<file path="config.mk">
export PLATFORM = sky130hd
export DESIGN_NAME = ex_stage_md
export DESIGN_NICKNAME = d
export VERILOG_FILES = /design/src/rtl/ex_stage_md.sv
export SDC_FILE = /design/constraint.sdc
export NUM_CORES = 1
export LEC_CHECK = 0
export CAP_MARGIN = 20
export CORE_MARGIN = 4
export CORE_UTILIZATION = 38
export CTS_BUF_LIST = sky130_fd_sc_hd__clkbuf_4
export DETAILED_ROUTE_END_ITERATION = 7
export PLACE_DENSITY = 0.57
export SYNTH_ARGS = -nofsm -noshare
export SYNTH_HDL_FRONTEND = slang
export SYNTH_SLANG_ARGS = --single-unit
</file>
<file path="constraint.sdc">
create_clock -name clk -period 5.4 [get_ports clk]
set_input_delay 0.54 -clock clk [delete_from_list [all_inputs] [get_ports clk]]
set_output_delay 0.54 -clock clk [all_outputs]
set_load 0.02 [all_outputs]
</file>
<file path="src/rtl/ex_stage_md.sv">
// Execute stage: single-cycle ALU plus an iterative shift-add multiplier and
// restoring divider, feeding the EX/MEM pipeline register.
module ex_stage_md #(
  parameter int                DATA_W   = 32,
  parameter int                ADDR_W   = 30,
  parameter int                REG_W    = 5,
  parameter int                EXP_W    = 3,
  parameter logic [EXP_W-1:0]  EXP_NONE = 0,
  parameter logic [EXP_W-1:0]  EXP_OVF  = 3,
  parameter logic [EXP_W-1:0]  EXP_DIV0 = 5
) (
  input  logic              clk,
  input  logic              reset_,
  input  logic              stall,
  input  logic              flush,
  input  logic              int_detect,
  input  logic [ADDR_W-1:0] id_pc,
  input  logic              id_en,
  input  logic [3:0]        id_alu_op,
  input  logic [1:0]        id_md_op,
  input  logic [DATA_W-1:0] id_alu_in_0,
  input  logic [DATA_W-1:0] id_alu_in_1,
  input  logic              id_br_flag,
  input  logic [1:0]        id_mem_op,
  input  logic [DATA_W-1:0] id_mem_wr_data,
  input  logic [1:0]        id_ctrl_op,
  input  logic [REG_W-1:0]  id_dst_addr,
  input  logic              id_gpr_we_,
  input  logic [EXP_W-1:0]  id_exp_code,
  output logic [ADDR_W-1:0] ex_pc,
  output logic              ex_en,
  output logic              ex_br_flag,
  output logic [1:0]        ex_mem_op,
  output logic [DATA_W-1:0] ex_mem_wr_data,
  output logic [1:0]        ex_ctrl_op,
  output logic [REG_W-1:0]  ex_dst_addr,
  output logic              ex_gpr_we_,
  output logic [EXP_W-1:0]  ex_exp_code,
  output logic [DATA_W-1:0] ex_out,
  output logic              md_busy,
  output logic [DATA_W-1:0] fwd_data,
  output logic              fwd_valid
);

  localparam int SH_W  = $clog2(DATA_W);
  localparam int CNT_W = $clog2(DATA_W);

  typedef enum logic [1:0] {IDLE, RUN, DONE} md_state_t;

  md_state_t          state;
  logic [CNT_W-1:0]   cnt;
  logic [1:0]         md_op_q;
  logic [DATA_W-1:0]  acc;   // product accumulator / partial remainder
  logic [DATA_W-1:0]  x;     // multiplicand (shifts left) / dividend-then-quotient
  logic [DATA_W-1:0]  y;     // multiplier (shifts right) / divisor

  logic [DATA_W-1:0]  alu_res;
  logic               alu_ovf;
  logic [DATA_W:0]    div_shift;
  logic [DATA_W:0]    div_diff;
  logic               div_ge;
  logic [DATA_W-1:0]  md_res;
  logic               div0;
  logic               start;
  logic               kill;
  logic [DATA_W-1:0]  ld_out;
  logic [EXP_W-1:0]   ld_exp;

  assign kill  = flush | int_detect;
  assign start = (state == IDLE) & id_en & (id_md_op != 2'd0) & ~stall & ~kill;
  assign md_busy   = start | (state == RUN);
  assign fwd_valid = ((state == IDLE) & ~start) | (state == DONE);
  assign fwd_data  = (state == DONE) ? md_res : alu_res;

  // Single-cycle ALU with signed-overflow detection for ADD/SUB
  always_comb begin
    alu_res = '0;
    alu_ovf = 1'b0;
    case (id_alu_op)
      4'd0: alu_res = id_alu_in_0;
      4'd1, 4'd2: begin
        alu_res = id_alu_in_0 + id_alu_in_1;
        alu_ovf = (id_alu_op == 4'd1) &&
                  (id_alu_in_0[DATA_W-1] == id_alu_in_1[DATA_W-1]) &&
                  (alu_res[DATA_W-1] != id_alu_in_0[DATA_W-1]);
      end
      4'd3, 4'd4: begin
        alu_res = id_alu_in_0 - id_alu_in_1;
        alu_ovf = (id_alu_op == 4'd3) &&
                  (id_alu_in_0[DATA_W-1] != id_alu_in_1[DATA_W-1]) &&
                  (alu_res[DATA_W-1] != id_alu_in_0[DATA_W-1]);
      end
      4'd5: alu_res = id_alu_in_0 & id_alu_in_1;
      4'd6: alu_res = id_alu_in_0 | id_alu_in_1;
      4'd7: alu_res = id_alu_in_0 ^ id_alu_in_1;
      4'd8: alu_res = id_alu_in_0 >> id_alu_in_1[SH_W-1:0];
      4'd9: alu_res = id_alu_in_0 << id_alu_in_1[SH_W-1:0];
      default: alu_res = '0;
    endcase
  end

  // Restoring-divide trial subtraction and MD result selection
  always_comb begin
    div_shift = {acc, x[DATA_W-1]};
    div_diff  = div_shift - {1'b0, y};
    div_ge    = (div_shift >= {1'b0, y});
    md_res    = (md_op_q == 2'd2) ? x : acc;
    div0      = (md_op_q[1] == 1'b1) && (y == '0);
  end

  // Values the EX/MEM register takes on a normal load
  always_comb begin
    ld_out = (state == DONE) ? md_res : alu_res;
    ld_exp = EXP_NONE;
    if (id_en) begin
      if (id_exp_code != EXP_NONE)
        ld_exp = id_exp_code;
      else if ((state == DONE) && div0)
        ld_exp = EXP_DIV0;
      else if ((state != DONE) && (id_md_op == 2'd0) && alu_ovf)
        ld_exp = EXP_OVF;
    end
  end

  // MD sequencer: one quotient/product bit per unstalled RUN cycle
  always_ff @(posedge clk or negedge reset_) begin
    if (!reset_) begin
      state   <= IDLE;
      cnt     <= '0;
      md_op_q <= '0;
      acc     <= '0;
      x       <= '0;
      y       <= '0;
    end else if (kill) begin
      state <= IDLE;
    end else if (!stall) begin
      case (state)
        IDLE: if (start) begin
          state   <= RUN;
          cnt     <= '0;
          md_op_q <= id_md_op;
          acc     <= '0;
          x       <= id_alu_in_0;
          y       <= id_alu_in_1;
        end
        RUN: begin
          if (md_op_q == 2'd1) begin
            if (y[0]) acc <= acc + x;
            x <= x << 1;
            y <= y >> 1;
          end else begin
            acc <= div_ge ? div_diff[DATA_W-1:0] : div_shift[DATA_W-1:0];
            x   <= {x[DATA_W-2:0], div_ge};
          end
          if (cnt == CNT_W'(DATA_W - 1)) state <= DONE;
          else cnt <= cnt + CNT_W'(1);
        end
        DONE:    state <= IDLE;
        default: state <= IDLE;
      endcase
    end
  end

  // EX/MEM register: kill > stall-hold > busy-bubble > load
  always_ff @(posedge clk or negedge reset_) begin
    if (!reset_) begin
      ex_pc          <= '0;
      ex_en          <= 1'b0;
      ex_br_flag     <= 1'b0;
      ex_mem_op      <= '0;
      ex_mem_wr_data <= '0;
      ex_ctrl_op     <= '0;
      ex_dst_addr    <= '0;
      ex_gpr_we_     <= 1'b1;
      ex_exp_code    <= EXP_NONE;
      ex_out         <= '0;
    end else if (kill || (!stall && md_busy)) begin
      ex_pc          <= id_pc;
      ex_en          <= 1'b0;
      ex_br_flag     <= 1'b0;
      ex_mem_op      <= '0;
      ex_mem_wr_data <= id_mem_wr_data;
      ex_ctrl_op     <= '0;
      ex_dst_addr    <= id_dst_addr;
      ex_gpr_we_     <= 1'b1;
      ex_exp_code    <= EXP_NONE;
      ex_out         <= '0;
    end else if (!stall) begin
      ex_pc          <= id_pc;
      ex_en          <= id_en;
      ex_br_flag     <= id_br_flag;
      ex_mem_op      <= id_mem_op;
      ex_mem_wr_data <= id_mem_wr_data;
      ex_ctrl_op     <= id_ctrl_op;
      ex_dst_addr    <= id_dst_addr;
      ex_gpr_we_     <= id_gpr_we_ | (ld_exp != EXP_NONE);
      ex_exp_code    <= ld_exp;
      ex_out         <= ld_out;
    end
  end

endmodule

</file>
==> impl_metrics.yaml, run 1 <==
sta:
  finalSetupViolations: 0
  setup_tns_ns: 0
  slew_worst_pin_ns: 1.075
  fmaxAchievable_ghz: 0.1889
  period_minus_slack_ns: 5.293
  hold_violations: 0
  timing.final.max_slew_violations: 0
  finalClockSkew_ns: 0.08396
  timing.max_slew.rel_slack: 0.2832
  finalWorstSetupSlack_ns: 0.1075
  rsz0062_at_grt: "false"
  final.period_utilization: 0.9801
global_route:
  grt_pass1_vias: 22340
  gr-total-overflow: 0
  grt_pass1_wl_mm: 149.7
  antenna_found_initial: 5
  maximum_number_of_pins_on_one_net_before_global_route_repair: 165
  total_global_route_track_usage: 0.3259
worst_setup_path:
  cp.required_ns: 4.86
  critical_path_class: "input port to primary output"
  number_of_buffers_and_inverters_on_the_critical_path: 5
  largest_delay_contributor_family_on_the_critical_path: "buffers and inverters"
  crit_arrival_ns: 4.75
  worstPathCellList: "clkdlybuf4s50_1, buf_4, ha_1, inv_1, fa_1, nor2b_1, o311a_1, o311ai_1, buf_4, nand2_1, a31oi_2, o21ai_1, or4_1, nand3_1, o221a_2, clkdlybuf4s50_1"
  setup.worst_path.end_class: "primary output"
  cpPeakStageDelay_ns: 0.63
  worst-r2r-setup-slack_ns: 1.47
  cp_slowest_cell: "sky130_fd_sc_hd__clkdlybuf4s50_1"
  cp-start-kind: "input port"
  crit_path_max_fanout: 5
finish:
  layout_area_overhead_pct: 24.13
  layout-drive-gt1-share: 0.1392
  core_util_final: 0.4810
  finish.net_count: 3269
  instances_no_fill: 3755
detailed_routing:
  routedWlPerCell_um: 27.30
  detailedRoute.firstIterationViolations: 2683
  postRouteAntennaNets: 0
  route.detailed.vias_per_inst: 6.168
  detail_route.first_pass.iterations: 5
  final_wirelength_mm: 102.5
  drc: 0
  dr_total_vias: 23160
job:
  max-cap-violations: 0
synth:
  synth.avg_cell_area_um2: 8.171
  synthesis.area_um2: 21510
  synth_top_flop_cell: "sky130_fd_sc_hd__dfrtp_1"
  synth_async_sr_flop_share: 1.000
  synth_edf_count: 0
  part_of_the_yosys_area_used_for_sequential_elements: 0.2490
  postSynthCellCount: 2633
  yosysWarningCount: 0
  synthesis.nets: 2950
  postSynthRegisterBits: 214
  yosys.cell_types.count: 103
floorplan:
  rows: 86
  core_area_um2: 55520
  start_util: 0.3875
  die_height_um: 245.9
  design.portCount: 295
  dieWidth_um: 245.9
  fp.dieArea_um2: 60490
placed_design:
  dp.cells: 3636
  routabilityCongestion: 1.040
  dp_hpwl_mm: 80.16
  place_ws_ns: 0.1290
  port-buffer-count: 294
min_path:
  min_path_type: "input port to async pin"
clock_network:
  cts_root_buffer: "sky130_fd_sc_hd__clkbuf_4"
  cts.repair_timing.setup_buffer_count: 0
  cts.clk_slew.worst_paths_ns: 0.08
  worst_skew_pair.late_latency_ns: 0.83
  cts-buffers-inserted: 60
  number_of_clock_sinks: 214
  ctsLongestPathBuffers: 3
  ctsHtreeMaxLevel: 2
  cts_tree: "yes"
pwr:
  p_leak_nw: 11.66
  power_density_nw_per_um2: 237.3
  finalPower_mw: 6.338
  peak_supply_drop_mv: 0.1721
outcome:
  result_of_the_run: "completed"
layer usage:
layer  part of all wire  global-route usage  vias up
li1                   -                   -    10430
met1               0.44              0.4629    11410
met2               0.44              0.4991     1141
met3              0.087             0.06379      178
met4              0.037              0.1050        2
met5            0.00013                   0        -
worst paths after layout:
check                                  start                 to  cells after the start
min in group clk           id_mem_wr_data[6]  ex_mem_wr_data[6]                      2
max in group asynchronous             reset_          ex_out[9]                      3
max                           id_alu_in_0[0]       fwd_data[30]                     16
min                                   reset_           ex_pc[8]                      2
min reg2reg                           cnt[4]             cnt[4]                      2
max reg2reg                           acc[3]            acc[13]                     12
Yosys cell counts (12+ instances only):
| cell type | instances | area share |
|---|---|---|
| sky130_fd_sc_hd__a21o_1 | 47 | 0.016 |
| sky130_fd_sc_hd__mux2i_1 | 67 | 0.031 |
| sky130_fd_sc_hd__o21ai_0 | 198 | 0.046 |
| sky130_fd_sc_hd__nand3_1 | 34 | 0.0079 |
| sky130_fd_sc_hd__inv_1 | 146 | 0.025 |
| sky130_fd_sc_hd__nor2_1 | 275 | 0.048 |
| sky130_fd_sc_hd__buf_2 | 21 | 0.0049 |
| sky130_fd_sc_hd__nor2b_1 | 19 | 0.0055 |
| sky130_fd_sc_hd__a21oi_1 | 261 | 0.061 |
| sky130_fd_sc_hd__mux4_2 | 51 | 0.053 |
| sky130_fd_sc_hd__mux2_2 | 75 | 0.039 |
| sky130_fd_sc_hd__nor3_1 | 46 | 0.011 |
| sky130_fd_sc_hd__xor2_1 | 23 | 0.0094 |
| sky130_fd_sc_hd__o22ai_1 | 32 | 0.0093 |
| sky130_fd_sc_hd__and2_1 | 12 | 0.0035 |
| sky130_fd_sc_hd__nor4_1 | 17 | 0.0049 |
| sky130_fd_sc_hd__a22o_1 | 54 | 0.022 |
| sky130_fd_sc_hd__o21bai_1 | 26 | 0.0091 |
| sky130_fd_sc_hd__a22oi_1 | 25 | 0.0087 |
| sky130_fd_sc_hd__o211ai_1 | 28 | 0.0098 |
| sky130_fd_sc_hd__buf_1 | 20 | 0.0035 |
| sky130_fd_sc_hd__a221o_1 | 13 | 0.0060 |
| sky130_fd_sc_hd__dfrtp_1 | 213 | 0.25 |
| sky130_fd_sc_hd__clkbuf_1 | 126 | 0.022 |
| sky130_fd_sc_hd__o31ai_1 | 15 | 0.0052 |
| sky130_fd_sc_hd__xnor2_1 | 48 | 0.020 |
| sky130_fd_sc_hd__nand2b_1 | 19 | 0.0055 |
| sky130_fd_sc_hd__a211oi_1 | 59 | 0.021 |
| sky130_fd_sc_hd__nand2_1 | 218 | 0.038 |
| sky130_fd_sc_hd__or3_1 | 15 | 0.0044 |
| sky130_fd_sc_hd__o221ai_1 | 12 | 0.0049 |
| sky130_fd_sc_hd__a31oi_1 | 22 | 0.0064 |
| sky130_fd_sc_hd__and3_1 | 16 | 0.0047 |
| sky130_fd_sc_hd__a221oi_1 | 23 | 0.0094 |
| sky130_fd_sc_hd__ha_1 | 161 | 0.094 |
through the flow:
stage	instance area (um2)	hold WS (ns)
4_1_cts	26660	0.09473
3_3_place_gp	25830	0.4575
2_1_floorplan	21510	0.2444
5_1_grt	26700	0.1617
3_5_place_dp	25850	0.4665
6_report	26710	0.2239
state kept, by name (all words and copies together) (netlist names), 3 cells and up:
signal          count
ex_pc              30
y                  32
x                  32
acc                32
cnt                 5
ex_dst_addr         5
ex_out             32
ex_exp_code         3
ex_mem_wr_data     32
report_power, final:
group          total (mW)  internal [mW]  switching, mW
Sequential           1.97           1.77          0.200
Clock                1.58          0.801          0.775
Combinational        2.79           1.10           1.69
layout by cell type, fill, tap and decap left out, types with 13 or more instances in the layout:
master,Yosys,routed
sky130_fd_sc_hd__buf_4,7,128
sky130_fd_sc_hd__a211oi_1,59,59
sky130_fd_sc_hd__xnor2_1,48,48
sky130_fd_sc_hd__nor4_1,17,16
sky130_fd_sc_hd__and3_1,16,16
sky130_fd_sc_hd__inv_1,146,146
sky130_fd_sc_hd__o31ai_1,15,15
sky130_fd_sc_hd__o21ai_1,11,13
sky130_fd_sc_hd__nor2_1,275,275
sky130_fd_sc_hd__nor3_1,46,44
sky130_fd_sc_hd__or3_1,15,15
sky130_fd_sc_hd__a21oi_1,261,260
sky130_fd_sc_hd__mux2_2,75,75
sky130_fd_sc_hd__a31oi_1,22,22
sky130_fd_sc_hd__o21bai_1,26,26
sky130_fd_sc_hd__a221o_1,13,13
sky130_fd_sc_hd__nand3_1,34,34
sky130_fd_sc_hd__mux4_2,51,51
sky130_fd_sc_hd__a22o_1,54,54
sky130_fd_sc_hd__clkinv_1,3,20
sky130_fd_sc_hd__nand2_1,218,217
sky130_fd_sc_hd__xor2_1,23,23
sky130_fd_sc_hd__dfrtp_1,213,213
sky130_fd_sc_hd__clkbuf_4,0,87
sky130_fd_sc_hd__ha_1,161,161
sky130_fd_sc_hd__o21ai_0,198,196
sky130_fd_sc_hd__nand2b_1,19,18
sky130_fd_sc_hd__clkdlybuf4s50_1,0,287
sky130_fd_sc_hd__nor2b_1,19,17
sky130_fd_sc_hd__a22oi_1,25,25
sky130_fd_sc_hd__o22ai_1,32,32
sky130_fd_sc_hd__o211ai_1,28,28
sky130_fd_sc_hd__mux2i_1,67,67
sky130_fd_sc_hd__a221oi_1,23,22
sky130_fd_sc_hd__a21o_1,47,47
final cells by class:
class	instances	area (um2)
Fill cell	5525	28820
Multi-Input combinational cell	2091	14920
Sequential cell	214	5356
Timing Repair Buffer	434	4115
Tap cell	748	935.9
Clock buffer	87	653.1
Inverter	151	566.8
Clock inverter	26	152.6
Antenna cell	4	10.01
logic make-up after synthesis:
group | after synthesis | share of synthesized area
compound gates | 943 | 0.2896
simple gates | 717 | 0.1497
mux | 195 | 0.1250
fa+ha+maj | 165 | 0.09735
buf+inv | 328 | 0.06042
flops | 214 | 0.2490
xor+xnor | 71 | 0.02890
worst register-to-register path, stage by stage, from the launching register on:
cell and delay (ns):
sky130_fd_sc_hd__dfrtp_1 0.45, sky130_fd_sc_hd__ha_1 0.37, sky130_fd_sc_hd__nand2_1 0.15, sky130_fd_sc_hd__a211o_1 0.30, sky130_fd_sc_hd__a31oi_1 0.59, sky130_fd_sc_hd__a21oi_1 0.23
sky130_fd_sc_hd__o21ai_1 0.22, sky130_fd_sc_hd__a31o_2 0.63, sky130_fd_sc_hd__buf_4 0.35, sky130_fd_sc_hd__nor2_1 0.06, sky130_fd_sc_hd__a211oi_1 0.28, sky130_fd_sc_hd__a21oi_1 0.06
sky130_fd_sc_hd__o21ai_0 0.16
timing repair:
action                                  in CTS  in global routing
resized for setup                            0                  5
endpoints found under the setup margin       0                  6
hold buffers                                 1                  0
hold endpoints to repair                    50                  0
Note: power is estimated with default switching activity, not from simulation.
==> run 2, diff against run 1 <==
--- a/config.mk
+++ b/config.mk
@@ -10,7 +10,7 @@
 export CORE_UTILIZATION = 38
 export CTS_BUF_LIST = sky130_fd_sc_hd__clkbuf_4
 export DETAILED_ROUTE_END_ITERATION = 7
-export PLACE_DENSITY = 0.57
+export PLACE_DENSITY = 0.7
 export SYNTH_ARGS = -nofsm -noshare
 export SYNTH_HDL_FRONTEND = slang
 export SYNTH_SLANG_ARGS = --single-unit
==> impl_metrics.yaml, run 2 (synthesized netlist as in run 1, its figures left out) <==
worst_setup_path:
  worstPathCellList: "clkdlybuf4s50_1, inv_1, ha_1, nand2_1, nor3_1, nand3_1, o31a_4, o41ai_1, buf_4, a22o_1, o21ai_1, a21oi_1, clkdlybuf4s50_1"
  cp-startpoint: "id_alu_in_0[20]"
  crit_path_max_fanout: 10
  cp-start-kind: "input port"
  setup.worst_path.end_class: "primary output"
  timing.rr.start: "acc[2]"
  worstSetupPathDepth: 13
  cp_slowest_cell: "sky130_fd_sc_hd__clkdlybuf4s50_1"
  capturing_element_of_the_worst_setup_path: "fwd_data[25]"
  r2r_end: "acc[14]"
  crit_path_frequent_cell: "sky130_fd_sc_hd__clkdlybuf4s50_1"
  number_of_buffers_and_inverters_on_the_critical_path: 4
  crit_arrival_ns: 4.73
  cpPeakStageDelay_ns: 0.72
  largest_delay_contributor_family_on_the_critical_path: "buffers and inverters"
  critical_path_class: "input port to primary output"
  worst-r2r-setup-slack_ns: 1.50
  reg2regPathDepth: 12
  cp.required_ns: 4.86
clock_network:
  cts.repair_timing.setup_buffer_count: 0
  cts-buffers-inserted: 61
  cts_tree: "yes"
  worst_skew_pair.late_latency_ns: 0.83
  cts.clk_slew.worst_paths_ns: 0.07
  ctsLongestPathBuffers: 3
  ctsHtreeMaxLevel: 2
  number_of_clock_sinks: 214
  cts_root_buffer: "sky130_fd_sc_hd__clkbuf_4"
sta:
  fmaxAchievable_ghz: 0.1897
  finalSetupViolations: 0
  finalWorstSetupSlack_ns: 0.1284
  rsz0062_at_grt: "false"
  slew_worst_pin_ns: 1.163
  hold_violations: 0
  period_minus_slack_ns: 5.272
  finalClockSkew_ns: 0.08250
  final.period_utilization: 0.9762
  timing.final.max_slew_violations: 0
  timing.max_slew.rel_slack: 0.2232
  worst_hold_slack_ns: 0.3209
  setup_tns_ns: 0
detailed_routing:
  route.detailed.vias_per_inst: 6.235
  dr_total_vias: 23430
  routedWlPerCell_um: 26.05
  detail_route.first_pass.iterations: 8
  postRouteAntennaNets: 0
  final_wirelength_mm: 97.89
  detailedRoute.firstIterationViolations: 2815
  drc: 0
pwr:
  internal-power_mw: 3.667
  p_leak_nw: 11.66
  comb_power_share: 0.437
  power.net_switching_mw: 2.642
  power_frac_seq: 0.313
  power.share.clock: 0.250
  peak_supply_drop_mv: 0.1300
  finalPower_mw: 6.309
  p_sw_frac: 0.4188
  power_density_nw_per_um2: 236.0
global_route:
  antenna_found_initial: 5
  grtUsageMet1: 0.4310
  maximum_number_of_pins_on_one_net_before_global_route_repair: 117
  total_global_route_track_usage: 0.3097
  global_route.usage.met3: 0.07218
  gr-total-overflow: 0
  grt_pass1_wl_mm: 143.7
  globalRouteMet2Util: 0.4751
  most_crowded_layer_after_global_routing: "met2"
  grt_pass1_vias: 22310
finish:
  layout-drive-gt1-share: 0.1427
  layout_area_overhead_pct: 24.27
  leading_cell_type_in_the_layout_fill_and_taps_excluded: "sky130_fd_sc_hd__clkdlybuf4s50_1"
  final_cell_area_um2: 26740
  instances_no_fill: 3758
  fill_cells: 5434
  finish.net_count: 3273
  final_cell_mix: "sky130_fd_sc_hd__clkdlybuf4s50_1 (287), sky130_fd_sc_hd__nor2_1 (275), sky130_fd_sc_hd__a21oi_1 (259)"
  core_util_final: 0.4815
  multi_input_area_um2: 14940
  regArea_um2: 5356
min_path:
  min_path_type: "input port to register"
placed_design:
  placed_area_um2: 25850
  routabilityCongestion: 1.022
  dp.cells: 3638
  place_ws_ns: -0.05313
  port-buffer-count: 294
  dp_hpwl_mm: 76.57
job:
  max-cap-violations: 0
floorplan:
  design.portCount: 295
  rows: 86
  die_height_um: 245.9
  fp.dieArea_um2: 60490
  dieWidth_um: 245.9
  start_util: 0.3875
  core_area_um2: 55520
outcome:
  result_of_the_run: "completed"
## run 2: cell types whose count changed in the layout (fill, tap and decap cells not counted), sizes merged
| cell | delta |
|---|---|
| buf | +3 |
| clkinv | +2 |
| diode | -1 |
| dlymetal6s2s | -1 |
## run 2: final cells by class
type	instances	area share
Antenna cell	3	0.0002808
Clock buffer	86	0.02415
Clock inverter	28	0.006130
Inverter	151	0.02120
Multi-Input combinational cell	2091	0.5589
Sequential cell	214	0.2003
Tap cell	748	0.03500
Timing Repair Buffer	437	0.1540
## run 2: repair_timing
action / in CTS / in global routing
gates resized for setup: 1 / 6
endpoints found under the setup margin: 1 / 11
endpoints found under the hold margin: 98 / 0
hold buffers: 1 / 0
## run 2: worst register-to-register path, stage by stage, from the launching register on
cell and delay (ns):
sky130_fd_sc_hd__dfrtp_1 0.45, sky130_fd_sc_hd__ha_1 0.36, sky130_fd_sc_hd__nand2_1 0.16, sky130_fd_sc_hd__a211o_1 0.31, sky130_fd_sc_hd__a31oi_1 0.50, sky130_fd_sc_hd__a21oi_1 0.24, sky130_fd_sc_hd__o21ai_1 0.22, sky130_fd_sc_hd__a31o_2 0.58
sky130_fd_sc_hd__buf_4 0.43, sky130_fd_sc_hd__nand2_1 0.11, sky130_fd_sc_hd__o211ai_1 0.10, sky130_fd_sc_hd__o21ai_0 0.11, sky130_fd_sc_hd__a22o_1 0.21
## run 2: worst min path at each step
stage               slack, ns  cells past startpoint      start   endpoint
floorplan                0.24                      0     reset_     acc[0]
global placement         0.46                      2     cnt[4]     cnt[4]
detailed placement       0.48                      2      ex_en      ex_en
CTS                      0.25                      2  id_pc[21]  ex_pc[21]
global route             0.28                      2  id_pc[14]  ex_pc[14]
finish                   0.32                      2  id_pc[21]  ex_pc[21]
## run 2: power by group through the flow
stage	registers (mW)	clock network [mW]	logic (mW)
2_1_floorplan	1.98	0	1.62
3_3_place_gp	1.99	0	2.65
3_5_place_dp	1.99	0	2.67
4_1_cts	1.97	1.61	2.68
5_1_grt	1.99	1.71	2.94
6_report	1.97	1.58	2.76
## run 2: per-layer routing
layer | up-vias | wire, um
met2 | 1324 | 43540
met3 | 215 | 9903
met4 | 0 | 3462
met5 | - | 0
li1 | 10420 | -
met1 | 11470 | 40980
